===== config.mk =====
export PLATFORM = sky130hd
export DESIGN_NAME = simon_serial_core
export DESIGN_NICKNAME = d
export VERILOG_FILES = /design/src/rtl/simon_serial_core.sv
export SDC_FILE = /design/constraint.sdc
export NUM_CORES = 1
export LEC_CHECK = 0
export ABC_AREA = 1
export CAP_MARGIN = 5
export CORE_ASPECT_RATIO = 0.9
export CORE_MARGIN = 8
export CORE_UTILIZATION = 30
export CTS_CLUSTER_DIAMETER = 30
export DETAILED_ROUTE_END_ITERATION = 8
export REMOVE_ABC_BUFFERS = 1
export SYNTH_ARGS = -nofsm -noshare
export SYNTH_HDL_FRONTEND = slang
export SYNTH_SLANG_ARGS = --single-unit

===== constraint.sdc =====
create_clock -name i_clk -period 4.5 [get_ports i_clk]
set_input_delay 0.9 -clock i_clk [delete_from_list [all_inputs] [get_ports i_clk]]
set_output_delay 0.9 -clock i_clk [all_outputs]
set_load 0.01 [all_outputs]

===== src/rtl/simon_serial_core.sv =====
// Nibble-serial Simon block cipher core (m = 4 key words), parametrised word size and rounds.
// One 6N-bit register holds {x, y, k3, k2, k1, k0}; one round or key step per clock.
module simon_serial_core #(
  parameter int          WORD_W = 16,
  parameter int          ROUNDS = 32,
  parameter logic [61:0] Z_SEQ  = 62'h3E8958737D12B0E6
) (
  input  logic       i_clk,
  input  logic       i_rst,
  input  logic       i_shift,
  input  logic [3:0] i_data,
  input  logic       i_start,
  input  logic       i_decrypt,
  output logic [3:0] o_data,
  output logic       o_busy,
  output logic       o_done
);

  localparam int REG_W = 6 * WORD_W;
  localparam int CNT_W = $clog2(ROUNDS + 1);
  localparam logic [WORD_W-1:0] C_CONST = {{(WORD_W-2){1'b1}}, 2'b00};

  typedef enum logic [1:0] {IDLE, EXPAND, ROUND} state_t;

  state_t            state_q;
  logic [REG_W-1:0]  st_q;
  logic              decrypt_q;
  logic [CNT_W-1:0]  rnd_q;
  logic [5:0]        zidx_q;
  logic              busy_q;
  logic              done_q;

  function automatic logic [WORD_W-1:0] rol(input logic [WORD_W-1:0] v, input int unsigned s);
    return (v << s) | (v >> (WORD_W - s));
  endfunction

  function automatic logic [WORD_W-1:0] ror(input logic [WORD_W-1:0] v, input int unsigned s);
    return (v >> s) | (v << (WORD_W - s));
  endfunction

  function automatic logic [WORD_W-1:0] simon_f(input logic [WORD_W-1:0] v);
    return (rol(v, 1) & rol(v, 8)) ^ rol(v, 2);
  endfunction

  // Same recurrence serves both directions: forward solves for k[i+4], inverse for k[r].
  function automatic logic [WORD_W-1:0] key_step(input logic [WORD_W-1:0] far,
                                                 input logic [WORD_W-1:0] near,
                                                 input logic [WORD_W-1:0] other,
                                                 input logic              zb);
    logic [WORD_W-1:0] tmp;
    tmp = ror(far, 3) ^ near;
    return C_CONST ^ {{(WORD_W-1){1'b0}}, zb} ^ other ^ tmp ^ ror(tmp, 1);
  endfunction

  logic [WORD_W-1:0] x, y, k3, k2, k1, k0;
  logic [WORD_W-1:0] fwd_key, inv_key;
  logic              z_bit, last_step;
  logic [5:0]        zidx_inc, zidx_dec;
  logic [REG_W-1:0]  enc_next, exp_next, dec_next;

  assign {x, y, k3, k2, k1, k0} = st_q;
  assign z_bit     = Z_SEQ[6'd61 - zidx_q];
  assign fwd_key   = key_step(k3, k1, k0, z_bit);
  assign inv_key   = key_step(k2, k0, k3, z_bit);
  assign last_step = (rnd_q == CNT_W'(ROUNDS - 1));
  assign zidx_inc  = (zidx_q == 6'd61) ? 6'd0  : zidx_q + 6'd1;
  assign zidx_dec  = (zidx_q == 6'd0)  ? 6'd61 : zidx_q - 6'd1;

  assign enc_next = {y ^ simon_f(x) ^ k0, x, fwd_key, k3, k2, k1};
  assign exp_next = {x, y, fwd_key, k3, k2, k1};
  assign dec_next = {y, x ^ simon_f(y) ^ inv_key, k2, k1, k0, inv_key};

  always_ff @(posedge i_clk or posedge i_rst) begin
    if (i_rst) begin
      state_q   <= IDLE;
      st_q      <= '0;
      decrypt_q <= 1'b0;
      rnd_q     <= '0;
      zidx_q    <= '0;
      busy_q    <= 1'b0;
      done_q    <= 1'b0;
    end else begin
      done_q <= 1'b0;
      case (state_q)
        IDLE: begin
          if (i_start) begin
            decrypt_q <= i_decrypt;
            state_q   <= i_decrypt ? EXPAND : ROUND;
            busy_q    <= 1'b1;
            rnd_q     <= '0;
            zidx_q    <= '0;
          end else if (i_shift) begin
            st_q <= {st_q[REG_W-5:0], i_data};
          end
        end
        EXPAND: begin
          st_q <= exp_next;
          if (last_step) begin
            // z index stays on T-1: the first inverse round uses the last forward index.
            state_q <= ROUND;
            rnd_q   <= '0;
          end else begin
            rnd_q  <= rnd_q + 1'b1;
            zidx_q <= zidx_inc;
          end
        end
        ROUND: begin
          st_q   <= decrypt_q ? dec_next : enc_next;
          zidx_q <= decrypt_q ? zidx_dec : zidx_inc;
          if (last_step) begin
            state_q <= IDLE;
            busy_q  <= 1'b0;
            done_q  <= 1'b1;
          end else begin
            rnd_q <= rnd_q + 1'b1;
          end
        end
        default: state_q <= IDLE;
      endcase
    end
  end

  assign o_data = st_q[REG_W-1 -: 4];
  assign o_busy = busy_q;
  assign o_done = done_q;

endmodule

Word-level counts from Yosys, hierarchy flattened. Memory sizes are Yosys's and may differ from the RTL's. Index checks and enable logic that the tools add are counted.

Register bits: 113. Memory bits (read-only): 64. Bits of input ports: 9. Logic and storage cells: 87. Memories kept: 1.

Memories: (no name shown) (depth 64, bits a word 1, rd ports 1, clocked after memory_dff 0, write ports 0, line 62) `assign z_bit = Z_SEQ[6'd61 - zidx_q];`.

$add $sub $neg: 4. Magnitude comparators: 1. Equal/unequal tests: 11. Muxes and demuxes: 24. Bitwise operators: 27. Reductions and logical operators: 11.

Operators by type and width (number): 96-bit two-way mux (3); 96-bit case mux with 3 select lines (1); 16-bit XOR (14); 6-bit two-way mux (7); 6-bit case mux with 3 select lines (2); 16-bit AND (2); 13-bit by 16-bit bitwise OR with 16-bit output (2); 15-bit by 16-bit bitwise OR with 16-bit output (2); 16-bit by 1-bit bitwise OR with 16-bit output (2); 16-bit by 2-bit bitwise OR with 16-bit output (2); 16-bit by 8-bit bitwise OR with 16-bit output (2); 3-bit AND reduction (5); 2-bit != test, second input constant (7); 6-bit by 1-bit adder with 6-bit output, second input constant (2); 2-bit two-way mux (4); 6-bit by 7-bit less-than comparator with 1-bit output, second input constant (1); 6-bit by 5-bit == test with 1-bit output, second input constant (1); 6-bit == test, second input constant (1); 6-bit logical NOT (1); 2-bit case mux with 3 select lines (1); 6-bit by 1-bit subtractor with 6-bit output, second input constant (1); 6-bit subtractor, first input constant (1); 1-bit two-way mux (5); 4-bit AND reduction (1); 8 further kinds (8).

Depth between registers and ports, before layout. Gate-level depths: netlist of run 1.

Depth in word-level cells: 9. Mapped depth: 18.

Worst setup path before layout of run 1. Ideal clock, no wire load.

Path type: register to register. Start point: reg zidx_q[1]. End point: reg st_q[0]. Data arrival time: 1.890 ns. Setup slack: 2.480 ns. Cell stages (with the launch flop): 17. Buffers on the path: 0. Cells stage by stage: dfrtp_1 -> inv_1 -> ha_1 -> inv_2 -> nand2_1 -> nand2_1 -> nand2_1 -> nand2_1 -> nand2_1 -> nand2_1 -> nand2_2 -> nand2_1 -> nand2_1 -> nand3_1 -> o211ai_1 -> o211ai_1 -> o21ai_0.

Word-level cells in the longest chain between the ends: 8.

Ends and longest elaborated chain: start: declaration (line 29) `logic [5:0] zidx_q;`; start signal: assignment (line 104) `zidx_q <= zidx_inc;`; start signal: assignment (line 109) `zidx_q <= decrypt_q ? zidx_dec : zidx_inc;`; 6-bit subtractor (line 62); memory 64 x 1 bit; 1-bit two-way mux (not written as such) (line 62); 16-bit XOR (3 in a row) (line 52) `return C_CONST ^ {{(WORD_W-1){1'b0}}, zb} ^ other ^ tmp ^ ror(tmp, 1);`; 96-bit two-way mux (line 108) `st_q <= decrypt_q ? dec_next : enc_next;`; 96-bit case mux with 3 select lines (line 84) `case (state_q)`; end signal: assignment (line 93) `st_q <= {st_q[REG_W-5:0], i_data};`; end signal: assignment (line 97) `st_q <= exp_next;`; end signal: assignment (line 108); end: declaration (line 26) `logic [REG_W-1:0] st_q;`.

No other way between the ends. The select of a mux whose other input is x is not followed. A chain may end at the register's enable or synchronous reset.

Final worst setup path of run 1.
Start point: reg state_q[0]. End point: reg st_q[49].

Word-level cells in the longest chain between the ends: 3. Elaborated cells on any way between the ends: 8. Classes of those cells: eq/ne: 4; mux: 1; reduce/logical: 3.

Ends and longest elaborated chain: start: declaration (line 25) `state_t state_q;`; start signal: assignment (line 88) `state_q <= i_decrypt ? EXPAND : ROUND;`; 2-bit == test, or another cell as far along (line 84); 3-bit nonzero test (no line) or 2-bit != test (tied branches); 3-bit AND reduction (no line).

Several ways; a longest one is shown, not always the timed one.

==> metrics, run 1 <==
Routed Antenna Nets 0; Post-Syn Instances 1143; Hold Crit Class reg2reg; Initial Utilization between 30 and 40%; setup slack after layout around 1.8 ns; IO buf count 14; GRT Resource Usage Total approximately 16%; EDFF count, synth 0; worst slew pin tran between 1 and 1.5 ns; ys async rst share 100%; dpl ws 1.54 ns; CTS resizes 0; design area 9650 um2; clock sink count approximately 110; largest net degree at the start of global routing 100; Layout Skew 0.00619 ns; minimum clock period between 2 and 3 ns; 1st-iter DRT viols between 1000 and 1500; Post-synth top cells nand2_1, dfrtp_1, inv_1; # nets final 1135; antenna diode count 0; Worst Path Required roughly 4.8 ns; HP Start o_busy$_DFFE_PP0P_; number of buffers created by CTS 17; die height around 180 um; post-synthesis cell type count 40; most common cell in the netlist nand2_1; Final Hold Vio Count 0; post-synthesis mux area share less than 1%; CP Launch Type flop; CP dominant cell by count inv_2; Clock Latency Late Sink roughly 0.42 ns; DP Area between 9000 and 10000 um2; crit path kind reg2reg; Filler cells 2952; synth warn 0; Most used DFF post-synth dfrtp_1; ranking of synthesized cells by area dfrtp_1, xor2_1, nand2_1, o21ai_0, inv_1; Residual DRC 0; worst r2r dst st_q[49]$_DFFE_PP0P_; Via density about 5.5; crit-path max cell delay 0.57 ns; Crit Path Max Fanout 39; sequential area share after synthesis between 30% and 40%; WL/cell roughly 19 um; RSZ-0062 raised after global routing false; Via Count between 8000 and 9000; final setup fails 0; cell taking the most area after synthesis dfrtp_1; Slew HR 33.3%; row count 59; first-pass GRT wire length ~44000 um; area delta synth->final 11.1%; number of global-route vias before repair 7343; WHS 0.509 ns; syn_area_per_cell ~7.6 um2; TritonCTS clock tree built; area share of the largest cell type after synthesis 32.6%; status completed; CP arrival 2.99 ns; GR Overflow Total 0; crit path from state_q[0]$_DFFE_PP0P_; Max-cap violations 0; post-CTS setup buffer count 0; Pre-antenna DRT Iters 5; antenna violations before repair 0; die area roughly 35000 um2; CP endpoint kind flop; H-tree levels 4; Compound-Gate Fraction of Synth Area between 20% and 30%; Post-Synth XOR/XNOR Area 15.4%; root buffer cell clkbuf_16; drt total wl ~28000 um; CP Cell Sequence inv_1, ha_1, inv_2, nor2_2, nor2_4, inv_2, nand2_1, o221ai_1, o211ai_1, o21ai_0; Seq. cell area ~2800 um2; Reg-to-Reg Start state_q[0]$_DFFE_PP0P_; R2R depth 10; Yosys reg bits 113; Core ar. 28700 um2; footprint of the multi-input gates around 5000 um2; routability congestion estimate from global placement ~0.90; Reg2Reg Setup Slack about 1.8 ns; io pins 15; period utilization between 50% and 60%; share of layout cells above drive strength 1 8.21%; clk buf depth 2; slowest CP cell inv_2; HPWL after DPL 19000 um; cts hold-fix bufs 0; main combinational cell family by area after synthesis compound AO/OA/AOI/OAI gates; die width a little under 200 um; Post-Synth Adder-Cell Area under 10%; Post-Synth Simple-Gate Area 14.5%; Final Max Tran Viols 0; fmax around 0.38 GHz; clk slew on worst S/H paths around 0.050 ns; Worst Setup EP st_q[49]$_DFFE_PP0P_; synthesized cell area approximately 8700 um2
layer usage:
metal  routed length, um  global-route usage (%)  up-vias
li1                    -                       -     3811
met1               13000                    23.4     3900
met2               12000                    23.0      353
met3                2170                    3.11       36
met4                 480                    5.05        0
met5                   0                       0        -
cell families (layout without fill, tap and decap cells):
family | Yosys count | in the layout
buffers and inverters | 210 | 187
multiplexers | 1 | 1
XOR/XNOR | 145 | 145
flip-flops | 113 | 113
AO/OA/AOI/OAI | 351 | 351
adder cells (fa/ha/maj) | 17 | 17
AND/OR/NAND/NOR | 306 | 306
through the flow:
step           instances  TNS, ns  utilization [%]
6_report            1486        0             33.6
5_1_grt             1486        0             33.6
4_1_cts             1486        0             33.6
3_5_place_dp        1456        0             31.6
3_3_place_gp        1456        0             31.6
2_1_floorplan       1063   -24.58                -
final cells by class:
type                    instances  area share [%]
clock buffers                  25            5.44
clock inverters                 5           0.518
inverters                     130            5.08
multi-input cells             820            52.2
flip-flops and latches        113            29.3
well taps                     366            4.74
repair buffers                 27            2.72
layout by cell type (no fill, tap or decap), types with 2 or more instances in the layout:
cell type,instances
xnor2_1,33
xor2_2,8
a21oi_2,3
nor2_4,2
clkinv_2,4
clkdlybuf4s50_1,14
nand4_1,6
clkbuf_16,17
o21ai_1,11
nand3_1,28
a221oi_1,32
inv_2,17
o22ai_1,40
nor2_1,45
buf_12,2
clkbuf_8,7
inv_1,111
nand2_1,203
buf_4,11
a22oi_1,16
o21ai_0,104
o221ai_1,24
dfrtp_1,113
o211ai_1,44
nand2_2,11
a21oi_1,72
xor2_1,103
nor3_1,4
ha_1,16
or2_1,2
nor2_2,3
how the worst min path moves through the flow:
stage                      endpoint  slack (ns)  cells after the start
4_1_cts        rnd_q[0]$_DFFE_PP0P_        0.51                      1
3_5_place_dp     o_busy$_DFFE_PP0P_        0.49                      2
6_report         o_busy$_DFFE_PP0P_        0.51                      2
5_1_grt        rnd_q[0]$_DFFE_PP0P_        0.54                      1
2_1_floorplan  rnd_q[0]$_DFFE_PP0P_        0.47                      1
3_3_place_gp   rnd_q[0]$_DFFE_PP0P_        0.49                      1
sequential cells by signal, indices dropped and copies added, names as in the netlist:
| register | cells |
|---|---|
| o_done | 1 |
| zidx_q | 6 |
| o_busy | 1 |
| decrypt_q | 1 |
| st_q | 96 |
| rnd_q | 6 |
| state_q | 2 |
critical path: cells and delay by family (launching register included):
| kind | cells | cell delay (ns) |
|---|---|---|
| fa+ha+maj | 1 | 0.42 |
| flops | 1 | 0.40 |
| simple gates | 3 | 0.38 |
| buf+inv | 3 | 0.90 |
| compound gates | 3 | 0.46 |
Power of run 1 is left out: the tool's default activity adds up to more than one toggle a clock period on the data nets, which glitch-free logic cannot reach.
==> inputs of run 2 (changes only) <==
==> constraint.sdc (replaced) <==
create_clock -name i_clk -period 2.3 [get_ports i_clk]
set_input_delay 0.46 -clock i_clk [delete_from_list [all_inputs] [get_ports i_clk]]
set_output_delay 0.46 -clock i_clk [all_outputs]
set_load 0.01 [all_outputs]
==> metrics, run 2 (synthesized netlist as in run 1, its figures left out) <==
area delta synth->final 16.0%; Core ar. 28700 um2 (unchanged); most common cell after layout, fill and taps aside nand2_1; largest net degree at the start of global routing 114 (+14%); crit path from state_q[0]$_DFFE_PP0P_; cts hold-fix bufs 0 (unchanged); share of layout cells above drive strength 1 11.4% (+3.2 points); minimum clock period 2.07 ns (-0.586 ns); GR Overflow Total 0 (unchanged); TritonCTS clock tree built; # nets final 1167 (+2.8%); status completed; die height 177 um (unchanged); CP arrival 2.37 ns (-0.62 ns); Slew HR 50.3% (+17 points); GRT Resource Usage Total 16.4% (+0.52 points); CP endpoint kind flop; clk buf depth 2 (unchanged); io pins 15 (unchanged); Biggest register st_q; Final Max Tran Viols 0 (unchanged); CP top delay family buffers and inverters; H-tree levels 4 (unchanged); Pre-antenna DRT Iters 6 (+1); first-pass GRT wire length 45200 um (+3.5%); period utilization 90.0% (+31 points); CP Cell Sequence inv_1, ha_1, inv_2, nor2_2, nor2_4, buf_4, a21oi_1, o21ai_0, o211ai_1, o211ai_1, o21ai_0; 1st-iter DRT viols 1016 (-8.2%); root buffer cell clkbuf_16; setup slack after layout 0.229 ns (-1.61 ns); die area 34700 um2 (unchanged); Worst Setup EP st_q[60]$_DFFE_PP0P_; RSZ-0062 raised after global routing false; row count 59 (unchanged); Hold Crit Depth 1 (-1); Routed Antenna Nets 0 (unchanged); worst r2r dst st_q[60]$_DFFE_PP0P_; clk slew on worst S/H paths 0.06 ns (about the same); CP bufs+invs 3 (unchanged); die width 195 um (unchanged); Final Hold Vio Count 0 (unchanged); Via Count 8284 (+2.3%); antenna diode count 0 (unchanged); routability congestion estimate from global placement 0.906 (+0.27%); Hold Crit Class reg2reg; number of global-route vias before repair 7796 (+6.2%); crit path kind reg2reg; dpl ws 0.151 ns (-1.39 ns); Clock Latency Late Sink 0.43 ns (about the same); fmax 0.483 GHz (+28%); Layout Skew 0.0102 ns (+0.00400 ns); CP Depth 11 (+1); Crit Path Max Fanout 22 (-44%); final setup fails 0 (unchanged); Largest register FFs 96 (unchanged); Max-cap violations 0 (unchanged); HPWL after DPL 19700 um (+3.4%); most frequent cells in the layout nand2_1, dfrtp_1, inv_1; antenna violations before repair 1 (+1); Reg2Reg Setup Slack 0.23 ns (-1.61 ns); slowest CP cell dfrtp_1; drt total wl 28400 um (+2.7%); crit-path max cell delay 0.38 ns (-0.19 ns); R2R depth 11 (+1); Initial Utilization 30.3% (unchanged); clock sink count 113 (unchanged); Via density 5.45 (about the same); CP Launch Type flop; Residual DRC 0 (unchanged); Worst Path Required 2.60 ns (-2.24 ns); worst slew pin tran 0.746 ns (-0.255 ns); Top Registers st_q: 96 flops, rnd_q: 6 flops, zidx_q: 6 flops; IO buf count 14 (unchanged); WL/cell 18.7 um (+0.41%); Reg-to-Reg Start state_q[0]$_DFFE_PP0P_; number of buffers created by CTS 17 (unchanged)
[run 2: changes by cell type in the layout (fill, tap and decap cells not counted), moves of 3 or more]
cell and change:
buf_4 +26, buf_12 +6, clkbuf_8 -6, bufinv_16 +5, clkinv_4 +3
[run 2: through the flow]
| step | std cells | setup TNS [ns] | cell area (um2) | hold slack, ns | util [%] |
|---|---|---|---|---|---|
| after global placement | 1486 | 0 | 9380 | 0.494 | 32.7 |
| after detailed placement | 1486 | 0 | 9380 | 0.501 | 32.7 |
| after CTS | 1518 | 0 | 10100 | 0.515 | 35.0 |
| after global routing | 1520 | 0 | 10100 | 0.530 | 35.1 |
| after floorplan | 1063 | -342.86 | 8340 | 0.471 | - |
| final | 1520 | 0 | 10100 | 0.510 | 35.1 |
[run 2: worst min path at each step]
stage,startpoint,to,slack [ns]
after floorplan,rnd_q[0]$_DFFE_PP0P_,rnd_q[0]$_DFFE_PP0P_,0.47
after global placement,rnd_q[0]$_DFFE_PP0P_,rnd_q[0]$_DFFE_PP0P_,0.49
after detailed placement,rnd_q[0]$_DFFE_PP0P_,rnd_q[0]$_DFFE_PP0P_,0.50
after CTS,rnd_q[0]$_DFFE_PP0P_,rnd_q[0]$_DFFE_PP0P_,0.51
after global routing,rnd_q[0]$_DFFE_PP0P_,rnd_q[0]$_DFFE_PP0P_,0.53
final,rnd_q[0]$_DFFE_PP0P_,rnd_q[0]$_DFFE_PP0P_,0.51
[run 2: repair_timing]
| action | 4_1_cts | 5_1_grt |
|---|---|---|
| gates resized for setup | 0 | 7 |
| setup endpoints to repair | 0 | 2 |
| buffers inserted | 0 | 2 |
[run 2: layout make-up]
class	count	area, um2
inverter	130	490
sequential	113	2830
fill	2938	18600
clock inverter	13	233
clock buffer	19	443
multi-input combinational	820	5050
timing repair buffer	59	578
tap	366	458
[run 2: layer usage]
layer,GRT usage (%),wire [um]
met3,4.47,2440
met2,23.7,12300
met5,0,11
met1,23.3,13100
met4,5.62,615
Power of run 2 is left out for the same reason.
==> inputs of run 3 (changes only) <==
==> constraint.sdc (replaced) <==
create_clock -name i_clk -period 2.3 [get_ports i_clk]
set_input_delay 0.345 -clock i_clk [delete_from_list [all_inputs] [get_ports i_clk]]
set_output_delay 0.345 -clock i_clk [all_outputs]
set_load 0.01 [all_outputs]
==> metrics, run 3 (synthesized netlist as in run 1, its figures left out) <==
CP arrival 2.40 ns (+0.03 ns); RSZ-0062 raised after global routing false; GR Overflow Total 0 (unchanged); Top Registers st_q: 96 flops, rnd_q: 6 flops, zidx_q: 6 flops; CP dominant cell by count nand2_1; io pins 15 (unchanged); Crit Path Max Fanout 7 (-68%); Via density 5.37 (-1.5%); dpl ws 0.136 ns (-0.0155 ns); Core ar. 28700 um2 (unchanged); CP endpoint kind flop; Worst Path Required 2.60 ns (about the same); antenna violations before repair 0 (-1); Slew HR 60.4% (+10 points); Residual DRC 0 (unchanged); HPWL after DPL 19800 um (+0.64%); worst r2r dst st_q[0]$_DFFE_PP0P_; CP Depth 16 (+5); share of layout cells above drive strength 1 10.7% (-0.71 points); Biggest register st_q; Reg2Reg Setup Slack 0.20 ns (-0.03 ns); status completed; minimum clock period 2.10 ns (+0.0318 ns); clk buf depth 2 (unchanged); Filler cells 2925 (-0.44%); Hold Crit Class in2async; GRT Resource Usage Total 16.3% (-0.12 points); area delta synth->final 15.6%; Max-cap violations 0 (unchanged); WHS 0.296 ns (-0.214 ns); 1st-iter DRT viols 983 (-3.2%); DP Area 9370 um2 (-0.13%); R2R depth 16 (+5); clk slew on worst S/H paths 0.06 ns (about the same); H-tree levels 4 (unchanged); CP Cell Sequence buf_4, ha_1, inv_1, nand2_1, nand2_2, nand2_1, nand2_1, nand2_1, nand2_1, nand2_2, nand2_1, nand2_1, nand3_1, o211ai_1, o211ai_1, o21ai_0; routability congestion estimate from global placement 0.891 (-1.7%); IO buf count 14 (unchanged); worst slew pin tran 0.591 ns (-0.155 ns); Via Count 8114 (-2.1%); CP top delay family simple AND/OR/NAND/NOR gates; post-CTS setup buffer count 0 (unchanged); Final Hold Vio Count 0 (unchanged); drt total wl 28000 um (-1.6%); first-pass GRT wire length 44700 um (-1.2%); Final Max Tran Viols 0 (unchanged); Reg-to-Reg Start zidx_q[1]$_DFFE_PP0P_; crit-path max cell delay 0.39 ns (about the same); WL/cell 18.5 um (-1.0%); Layout Skew 0.0116 ns (+0.00145 ns); die height 177 um (unchanged); setup slack after layout 0.198 ns (-0.0318 ns); CP bufs+invs 2 (-1); Initial Utilization 30.3% (unchanged); Clock Latency Late Sink 0.43 ns (about the same); most common cell after layout, fill and taps aside nand2_1; Pre-antenna DRT Iters 5 (-1); CP Launch Type flop; root buffer cell clkbuf_16; largest net degree at the start of global routing 75 (-34%); final setup fails 0 (unchanged); row count 59 (unchanged); clock sink count 113 (unchanged); slowest CP cell dfrtp_1; Layout Utilization 35.0% (-0.14 points); crit path kind reg2reg; die area 34700 um2 (unchanged); # nets final 1160 (-0.60%); most frequent cells in the layout nand2_1, dfrtp_1, inv_1; fmax 0.476 GHz (-1.5%); number of buffers created by CTS 17 (unchanged); Routed Antenna Nets 0 (unchanged); period utilization 91.4% (+1.4 points); antenna diode count 0 (unchanged); Largest register FFs 96 (unchanged); design area 10000 um2 (-0.41%); TritonCTS clock tree built; number of global-route vias before repair 7700 (-1.2%); die width 195 um (unchanged)
-- run 3: cell types whose count changed in the layout (fill, tap and decap cells not counted), sizes merged --
cell    delta
buf        -7
clkbuf     +2
bufinv     -1
clkinv     -1
inv        -1
-- run 3: worst max-delay path by stage --
stage	end	from	slack, ns
floorplan	st_q[54]$_DFFE_PP0P_	state_q[0]$_DFFE_PP0P_	-2.75
global placement	st_q[0]$_DFFE_PP0P_	zidx_q[1]$_DFFE_PP0P_	0.12
detailed placement	st_q[0]$_DFFE_PP0P_	zidx_q[1]$_DFFE_PP0P_	0.14
CTS	st_q[0]$_DFFE_PP0P_	zidx_q[1]$_DFFE_PP0P_	0.12
global route	st_q[0]$_DFFE_PP0P_	zidx_q[1]$_DFFE_PP0P_	0.004
finish	st_q[0]$_DFFE_PP0P_	zidx_q[1]$_DFFE_PP0P_	0.20
-- run 3: cell type report --
| class | count | area, um2 | area share (%) |
|---|---|---|---|
| multi-input combinational | 820 | 5060 | 50.4 |
| sequential | 113 | 2830 | 28.2 |
| timing repair buffer | 52 | 551 | 5.48 |
| inverter | 130 | 490 | 4.89 |
| clock buffer | 21 | 470 | 4.69 |
| tap | 366 | 458 | 4.56 |
| clock inverter | 10 | 181 | 1.81 |
-- run 3: through the flow --
stage | setup TNS, ns | cells
after CTS | 0 | 1512
after detailed placement | 0 | 1481
after global routing | 0 | 1512
after global placement | 0 | 1481
final | 0 | 1512
after floorplan | -329.87 | 1063
-- run 3: routing by layer --
metal | global-route usage, % | routed length (um) | part of all wire, %
met1 | 23.2 | 13200 | 47
met2 | 23.6 | 11900 | 42
met3 | 4.34 | 2350 | 8.4
met4 | 5.30 | 573 | 2.0
met5 | 0 | 0 | 0
-- run 3: worst reg2reg max path: stages (launching register included) --
cell      delay, ns
dfrtp_1        0.39
buf_4          0.17
ha_1           0.24
inv_1          0.10
nand2_1        0.07
nand2_2        0.10
nand2_1        0.05
nand2_1        0.05
nand2_1        0.04
nand2_1        0.06
nand2_2        0.08
nand2_1        0.08
nand2_1        0.08
nand3_1        0.08
o211ai_1       0.16
o211ai_1       0.13
o21ai_0        0.10
-- run 3: repair_timing --
item,in CTS,in global routing
endpoints found under the setup margin,0,3
hold buffers,0,0
gates resized for setup,0,6
Power of run 3 is left out for the same reason.
